File: config.mk
export PLATFORM = sky130hd
export DESIGN_NAME = fma_dot_pipe
export DESIGN_NICKNAME = d
export VERILOG_FILES = /design/src/rtl/fma_dot_pipe.sv
export SDC_FILE = /design/constraint.sdc
export NUM_CORES = 2
export LEC_CHECK = 0
export ABC_AREA = 1
export CORE_MARGIN = 2
export CORE_UTILIZATION = 55
export DETAILED_ROUTE_END_ITERATION = 10
export PLACE_DENSITY = 0.84
export SETUP_SLACK_MARGIN = 0.2
export SYNTH_ARGS = -nofsm -noshare
export SYNTH_HDL_FRONTEND = slang
export SYNTH_SLANG_ARGS = --single-unit
File: constraint.sdc
create_clock -name clk_in -period 7.6 [get_ports clk_in]
set_input_delay 1.14 -clock clk_in [delete_from_list [all_inputs] [get_ports clk_in]]
set_output_delay 1.14 -clock clk_in [all_outputs]
set_load 0.02 [all_outputs]
File: src/rtl/fma_dot_pipe.sv
// fma_dot_pipe: pipelined LANES-wide signed fixed-point dot product with
// cross-beat accumulation, optional seed, rounding and saturation.
// Stages: S1 products, S2 adder tree, S3 accumulate, then output conversion.
module fma_dot_pipe #(
    parameter int WIDTH       = 16,
    parameter int FIXED_POINT = 10,
    parameter int LANES       = 4,
    parameter int SATURATE    = 1,
    parameter int GUARD       = 8
) (
    input  logic                     clk_in,
    input  logic                     rst_in,
    input  logic [LANES*WIDTH-1:0]   a_in,
    input  logic [LANES*WIDTH-1:0]   b_in,
    input  logic [WIDTH-1:0]         c_in,
    input  logic                     c_load_in,
    input  logic                     last_in,
    input  logic                     valid_in,
    output logic                     ready_out,
    output logic [WIDTH-1:0]         out,
    output logic                     ovf_out,
    output logic                     valid_out,
    input  logic                     out_ready_in
);

    localparam int ACC_W = 2*WIDTH + GUARD;
    localparam int R_W   = ACC_W - FIXED_POINT;

    localparam logic [ACC_W-1:0]      HALF  = ACC_W'(1) << (FIXED_POINT-1);
    localparam logic signed [R_W-1:0] R_MAX = {{(R_W-WIDTH+1){1'b0}}, {(WIDTH-1){1'b1}}};
    localparam logic signed [R_W-1:0] R_MIN = {{(R_W-WIDTH+1){1'b1}}, {(WIDTH-1){1'b0}}};
    localparam logic [WIDTH-1:0]      O_MAX = {1'b0, {(WIDTH-1){1'b1}}};
    localparam logic [WIDTH-1:0]      O_MIN = {1'b1, {(WIDTH-1){1'b0}}};

    function automatic logic signed [2*WIDTH-1:0] sext_prod(input logic [WIDTH-1:0] v);
        return {{WIDTH{v[WIDTH-1]}}, v};
    endfunction

    function automatic logic [ACC_W-1:0] sext_acc(input logic [2*WIDTH-1:0] v);
        return {{(ACC_W-2*WIDTH){v[2*WIDTH-1]}}, v};
    endfunction

    // Global stall: everything freezes while a result waits on the consumer.
    logic adv;
    logic accept;
    assign adv       = !(valid_out && !out_ready_in);
    assign ready_out = adv;
    assign accept    = valid_in && adv;

    // ---------------- S1: lane products ----------------
    logic signed [2*WIDTH-1:0] prod [LANES];
    logic signed [2*WIDTH-1:0] s1_p [LANES];
    logic                      s1_valid, s1_c_load, s1_last;
    logic [WIDTH-1:0]          s1_c;

    // Full-precision signed product per lane (Q.2F).
    always_comb begin
        for (int i = 0; i < LANES; i++) begin
            prod[i] = sext_prod(a_in[i*WIDTH +: WIDTH]) * sext_prod(b_in[i*WIDTH +: WIDTH]);
        end
    end

    // S1 valid; a bubble enters whenever nothing is accepted.
    // NOTE: sequential state uses non-blocking assignments so every register samples pre-edge values.
    always_ff @(posedge clk_in or posedge rst_in) begin
        if (rst_in)   s1_valid <= 1'b0;
        else if (adv) s1_valid <= valid_in;
    end

    // S1 payload captured on accept.
    // NOTE: datapath payload is not reset; its matching valid bit qualifies it.
    always_ff @(posedge clk_in) begin
        if (accept) begin
            s1_p      <= prod;
            s1_c_load <= c_load_in;
            s1_last   <= last_in;
            s1_c      <= c_in;
        end
    end

    // ---------------- S2: adder tree ----------------
    logic [ACC_W-1:0] tree_sum;
    logic [ACC_W-1:0] s2_sum;
    logic             s2_valid, s2_c_load, s2_last;
    logic [WIDTH-1:0] s2_c;

    // Sign-extended sum of all lane products.
    // NOTE: combinational outputs get a default before any conditional or loop, so no latch is inferred.
    always_comb begin
        tree_sum = '0;
        for (int i = 0; i < LANES; i++) begin
            tree_sum = tree_sum + sext_acc(s1_p[i]);
        end
    end

    // S2 valid follows S1 when the pipe advances.
    always_ff @(posedge clk_in or posedge rst_in) begin
        if (rst_in)   s2_valid <= 1'b0;
        else if (adv) s2_valid <= s1_valid;
    end

    // S2 payload: beat sum plus forwarded flags.
    always_ff @(posedge clk_in) begin
        if (adv && s1_valid) begin
            s2_sum    <= tree_sum;
            s2_c_load <= s1_c_load;
            s2_last   <= s1_last;
            s2_c      <= s1_c;
        end
    end

    // ---------------- S3: accumulate ----------------
    logic [ACC_W-1:0] acc;
    logic [ACC_W-1:0] acc_base;
    logic [ACC_W-1:0] acc_next;
    logic [ACC_W-1:0] s3_res;
    logic             s3_valid;

    // Seed (c aligned to Q.2F) or running accumulator, plus this beat's sum.
    always_comb begin
        acc_base = acc;
        if (s2_c_load) acc_base = {{(ACC_W-WIDTH){s2_c[WIDTH-1]}}, s2_c} << FIXED_POINT;
        acc_next = acc_base + s2_sum;
    end

    // Accumulator clears at vector end so the next vector starts from zero.
    always_ff @(posedge clk_in or posedge rst_in) begin
        if (rst_in) begin
            acc      <= '0;
            s3_valid <= 1'b0;
        end else if (adv) begin
            s3_valid <= s2_valid && s2_last;
            if (s2_valid) acc <= s2_last ? '0 : acc_next;
        end
    end

    // Final unrounded vector total awaiting conversion.
    always_ff @(posedge clk_in) begin
        if (adv && s2_valid && s2_last) s3_res <= acc_next;
    end

    // ---------------- Output conversion ----------------
    logic [ACC_W-1:0]      rounded;
    logic signed [R_W-1:0] r;
    logic [WIDTH-1:0]      conv;
    logic                  conv_ovf;

    // Round half toward +inf, then clamp or wrap to WIDTH bits.
    always_comb begin
        rounded  = s3_res + HALF;
        r        = rounded[ACC_W-1:FIXED_POINT];
        conv     = r[WIDTH-1:0];
        conv_ovf = 1'b0;
        if (SATURATE != 0) begin
            if (r > R_MAX) begin
                conv     = O_MAX;
                conv_ovf = 1'b1;
            end else if (r < R_MIN) begin
                conv     = O_MIN;
                conv_ovf = 1'b1;
            end
        end else begin
            conv_ovf = (r != {{(R_W-WIDTH){conv[WIDTH-1]}}, conv});
        end
    end

    // Output register: loads a new result or clears on take; frozen while stalled.
    always_ff @(posedge clk_in or posedge rst_in) begin
        if (rst_in) begin
            valid_out <= 1'b0;
            out       <= '0;
            ovf_out   <= 1'b0;
        end else if (adv) begin
            valid_out <= s3_valid;
            if (s3_valid) begin
                out     <= conv;
                ovf_out <= conv_ovf;
            end
        end
    end

endmodule

Word-level counts from Yosys, hierarchy flattened
Index checks and enable logic that the tools add are counted.

word-level totals
  register bits after elaboration = 305
  latch bits = 0
  RAM bits = 0
  memory bits (read-only) = 0
  input port bits = 150
  output and inout port bits = 19
  word-level logic and storage cells = 47
  memories kept = 0

cells by class
  add/sub/neg operators = 5
  $mul = 4
  divide/modulo/power cells = 0
  $lt $le $gt $ge = 2
  equality and inequality tests = 0
  shifts and indexed selects = 0
  multiplexer cells = 6
  bitwise logic cells = 1
  reduce and logical (&&, ||, !) cells = 10

operator list
  cell                                                   count
  multiplier 16 x 16 -> 32 bit                           4
  2-to-1 mux 40 bit                                      2
  adder 40 x 10 -> 40 bit (second input constant)        1
  adder 40 bit                                           1
  adder 34 x 32 -> 35 bit                                1
  adder 33 x 32 -> 34 bit                                1
  adder 32 x 32 -> 33 bit                                1
  2-to-1 mux 16 bit                                      2
  > comparator 30 x 16 -> 1 bit (second input constant)  1
  < comparator 30 x 16 -> 1 bit (second input constant)  1
  logical AND 1 bit                                      6
  AND reduction 2 bit                                    2
  zero test 1 bit                                        2
  2-to-1 mux 1 bit                                       2
  inverter 1 bit                                         1

Longest topological paths before layout
  depth after elaboration = 5
  gate-level depth with buffers = 27
  mapped depth without buffers = 25

Least setup slack after synthesis
OpenSTA, ideal clock, no wires.

  kind = input port to flip-flop
  start point = input port b_in[37]
  end point = register s1_p[61] in the netlist's numbering, data pin
  setup time = 0.262 ns
  arrival time = 6.386 ns
  required time = 7.338 ns
  setup slack = 0.952 ns
  stages = 23
  path buffers = 2
  path through = clkbuf_1 clkbuf_1 nand2_1 fa_1 inv_1 fa_1 inv_1 fa_1 fa_1 inv_1 fa_1 inv_1 fa_1 inv_1 ha_1 nand2_1 nor3_1 nand3_1 nand3_1 nand2_1 nand2_1 a21oi_1 xor2_1

RTL lines
  item                    line  text
  start: declaration      14    input logic [LANES*WIDTH-1:0] b_in,
  end signal: assignment  74    s1_p <= prod;
  end: declaration        52    logic signed [2*WIDTH-1:0] s1_p [LANES];

==> flow_summary_export.csv <==
group,metric,value,unit
global_routing,overflow,0,
setup_path,critPathKind,"primary input to flop",
run_status,status,"completed",
synth,yosys-top-cells-area,"fa_1, inv_1, edfxtp_1",
synth,synth_edf_count,230,
synth,seq_area_frac_synth,14.76,%
clock_tree,cts_made_buffers,30,
setup_path,cp_cell_sequence,"clkdlybuf4s50_1, nand2_1, inv_1, fa_1, fa_1, fa_1, fa_1, fa_1, inv_1, fa_1, inv_1, ha_1, a21oi_1, o21ai_0, a211oi_1, o221ai_1, xor2_1",
routing,drc_errors,0,
synth,synth_fp_nets,8497,
layout,drive_gt1_share,3.651,%
placed_design,hpwlAfterDp,122700,um
routing,wl_per_cell,17.13,um
clock_tree,clk_path_buf_depth,3,
placed_design,placed_cells,8281,
synth,synthFlopType,"edfxtp_1",
min_path,min_delay_worst_endpoint,"s2_c[10]$_DFFE_PP_",
synth,ys_ff_latch,291,
clock_tree,post_cts_buffers,0,
global_routing,grt_max_degree,82,
synth,async_reset_ff_share,20.96,%
sta,fmax,143.2,MHz
min_path,hp-class,"flop to flop",
die,pin_count,169,
setup_path,r2r_slack,3.61,ns
routing,vias,43920,
setup_path,reg2reg_from,"s1_p[33]$_DFFE_PP_",
global_routing,grt_pass1_vias,47010,
setup_path,worstPathRequired,7.88,ns
clock_tree,cts_resized,0,
routing,drtAntennaViolNets,0,
setup_path,worst_path_largest_cell_delay,0.92,ns
sta,rsz0062_at_grt,"no",
min_path,hold_depth,0,
placed_design,port_buffers,168,
setup_path,cp-start-kind,"primary input",
min_path,worstHoldStart,"s1_c[10]$_DFFE_PP_",
sta,max_slew_margin,41.27,%
die,die_h,326.3,um
layout,multi_input_area,40580,um^2
routing,first_pass_iters,5,
setup_path,r2r-end,"s2_sum[33]$_DFFE_PP_",
layout,final_cells,8338,
setup_path,worst_setup_path_end_kind,"flop",
routing,dr.first_iter.drc_count,3430,
setup_path,critPathArrivalTime,7.26,ns
setup_path,cp_slowest_cell,"fa_1",
synth,synth_area_leader_cell,"fa_1",
clock_tree,cts.clk_slew.worst_paths,0.06,ns
clock_tree,cts_hold_buf,0,
synth,ys.warnings.count,0,
die,num_rows,118,
sta,fin_crit_sh,91.85,%
global_routing,grt_usage,27.57,%
sta,fin_crit,6.981,ns
setup_path,worst_path_dominant_cell_family,"adder cells",
synth,netlist.area_leader.share,39.03,%
clock_tree,cts_sinks,291,
global_routing,grt_first_pass_wirelength,236000,um
setup_path,path_common_cell,"fa_1",
sta,fin_skew,0.01470,ns
die,dieArea,106500,um^2
clock_tree,cts_tree,"built",
clock_tree,clk_latency,0.57,ns
sta,finalSetupTns,0,ns
die,core,103300,um^2
layout,synthToLayoutAreaGrowth,8.187,%
sta,tightest_slew,0.8809,ns
synth,syn_area_per_cell,8.365,um^2
routing,viasPerCell,5.267,
routing,wl,142800,um
clock_tree,htree_levels,1,
layout,finish.net_count,8599,
sta,setup_violations,0,
job,drv_cap,0,
setup_path,path_buf_inv,4,
die,chipWidth,326.3,um
layout,regArea,8433,um^2
synth,synthCells,6831,
placed_design,gp_congestion,0.9808,
synth,yosysUniqueCellTypes,51,
setup_path,reg2reg_depth,15,
layout,nFillCells,8677,
sta,slew_viol_final,0,
setup_path,critPathMaxFanout,8,
synth,synth_area,57140,um^2
die,initial_core_util,55.29,%
sta,report.final.hold_viol_count,0,
global_routing,grt_antenna_before_repair,1,
clock_tree,root_buffer,"clkbuf_16",
[per-layer routing]
| layer | up-vias | part of all wire [%] | GRT usage [%] |
|---|---|---|---|
| li1 | 20110 | - | - |
| met1 | 21610 | 39 | 35.68 |
| met2 | 1797 | 50 | 48.17 |
| met3 | 408 | 6.5 | 2.878 |
| met4 | 0 | 4.3 | 10.06 |
| met5 | - | 0 | 0 |
[cell type report]
type                       count  area share (%)
inverter                    1914           11.63
tap                         1380           2.793
clock inverter                19          0.3299
multi-input combinational   4374           65.64
timing repair buffer         322           4.610
clock buffer                  37           1.356
antenna                        1        0.004048
sequential                   291           13.64
[state kept, by name, indices dropped and copies added (netlist names), 16 cells and up]
register,flops
out,16
s2_sum,35
s2_c,16
acc,40
s3_res,31
s1_p,128
s1_c,16
[worst register-to-register path, cell delays in order, from the launching register on]
cell      delay (ns)
edfxtp_1        0.49
fa_1            0.51
fa_1            0.49
ha_1            0.23
inv_1           0.09
fa_1            0.45
inv_1           0.07
nand3_1         0.07
nand2_1         0.10
a21oi_1         0.12
o21ai_1         0.27
a21boi_0        0.20
o21ai_1         0.36
nand3_1         0.16
nand3_1         0.10
nand2_1         0.05
[cells in the mapped netlist, types with 8 or more instances]
| cell type | n |
|---|---|
| xor2_1 | 133 |
| o21bai_1 | 35 |
| nand4_1 | 27 |
| nand3_1 | 110 |
| clkbuf_1 | 241 |
| nor4_1 | 8 |
| edfxtp_1 | 230 |
| a21oi_1 | 200 |
| fa_1 | 1114 |
| xnor2_1 | 80 |
| nor2_1 | 300 |
| a21boi_0 | 14 |
| inv_1 | 1907 |
| dfrtp_1 | 61 |
| a21o_1 | 32 |
| ha_1 | 402 |
| or2_2 | 21 |
| o22ai_1 | 11 |
| and2_1 | 9 |
| nand2_1 | 1599 |
| o21a_1 | 13 |
| o21ai_0 | 163 |
| a31oi_1 | 18 |
| nor3_1 | 29 |
[metrics by stage]
| stage | hold slack (ns) | setup WS [ns] | cell area, um^2 | utilization, % |
|---|---|---|---|---|
| floorplan | 0.4003 | 0.9522 | 57140 | - |
| global placement | 0.4028 | 0.1483 | 60780 | 58.81 |
| detailed placement | 0.4045 | 0.08449 | 60780 | 58.81 |
| CTS | 0.4199 | 0.6691 | 61820 | 59.82 |
| global route | 0.4270 | 0.2735 | 61820 | 59.82 |
| finish | 0.4187 | 0.6192 | 61820 | 59.82 |
[placed cells by master, fill, tap and decap left out, drive strengths merged, types with 111 or more instances in the layout]
master,synthesis,final
edfxtp,230,230
ha,402,402
nor2,306,306
clkdlybuf4s50,0,168
nand3,111,111
a21oi,200,200
buf,11,154
fa,1114,1114
nand2,1605,1605
inv,1911,1915
xor2,133,133
o21ai,168,168
[logic make-up after synthesis]
group | count (synthesis) | share of synthesized area (%)
adders and majority gates | 1516 | 47.83
AOI/OAI and AO/OA | 515 | 5.126
DFF | 291 | 14.76
muxes | 2 | 0.03941
and+or+nand+nor | 2128 | 14.72
xor gates and xnor gates | 213 | 3.265
buffers and inverters | 2166 | 14.26
[worst max-delay path by stage]
stage	startpoint	to	slack (ns)	cells after the start
2_1_floorplan	b_in[37]	s1_p[61]$_DFFE_PP_	0.95	23
3_3_place_gp	a_in[63]	s1_p[29]$_DFFE_PP_	0.15	15
3_5_place_dp	a_in[63]	s1_p[29]$_DFFE_PP_	0.08	17
4_1_cts	a_in[63]	s1_p[29]$_DFFE_PP_	0.67	17
5_1_grt	a_in[15]	s1_p[125]$_DFFE_PP_	0.27	19
6_report	a_in[63]	s1_p[29]$_DFFE_PP_	0.62	17
Power is left out: the tool's default activity adds up to more than one toggle a clock period on the data nets, which glitch-free logic cannot reach.
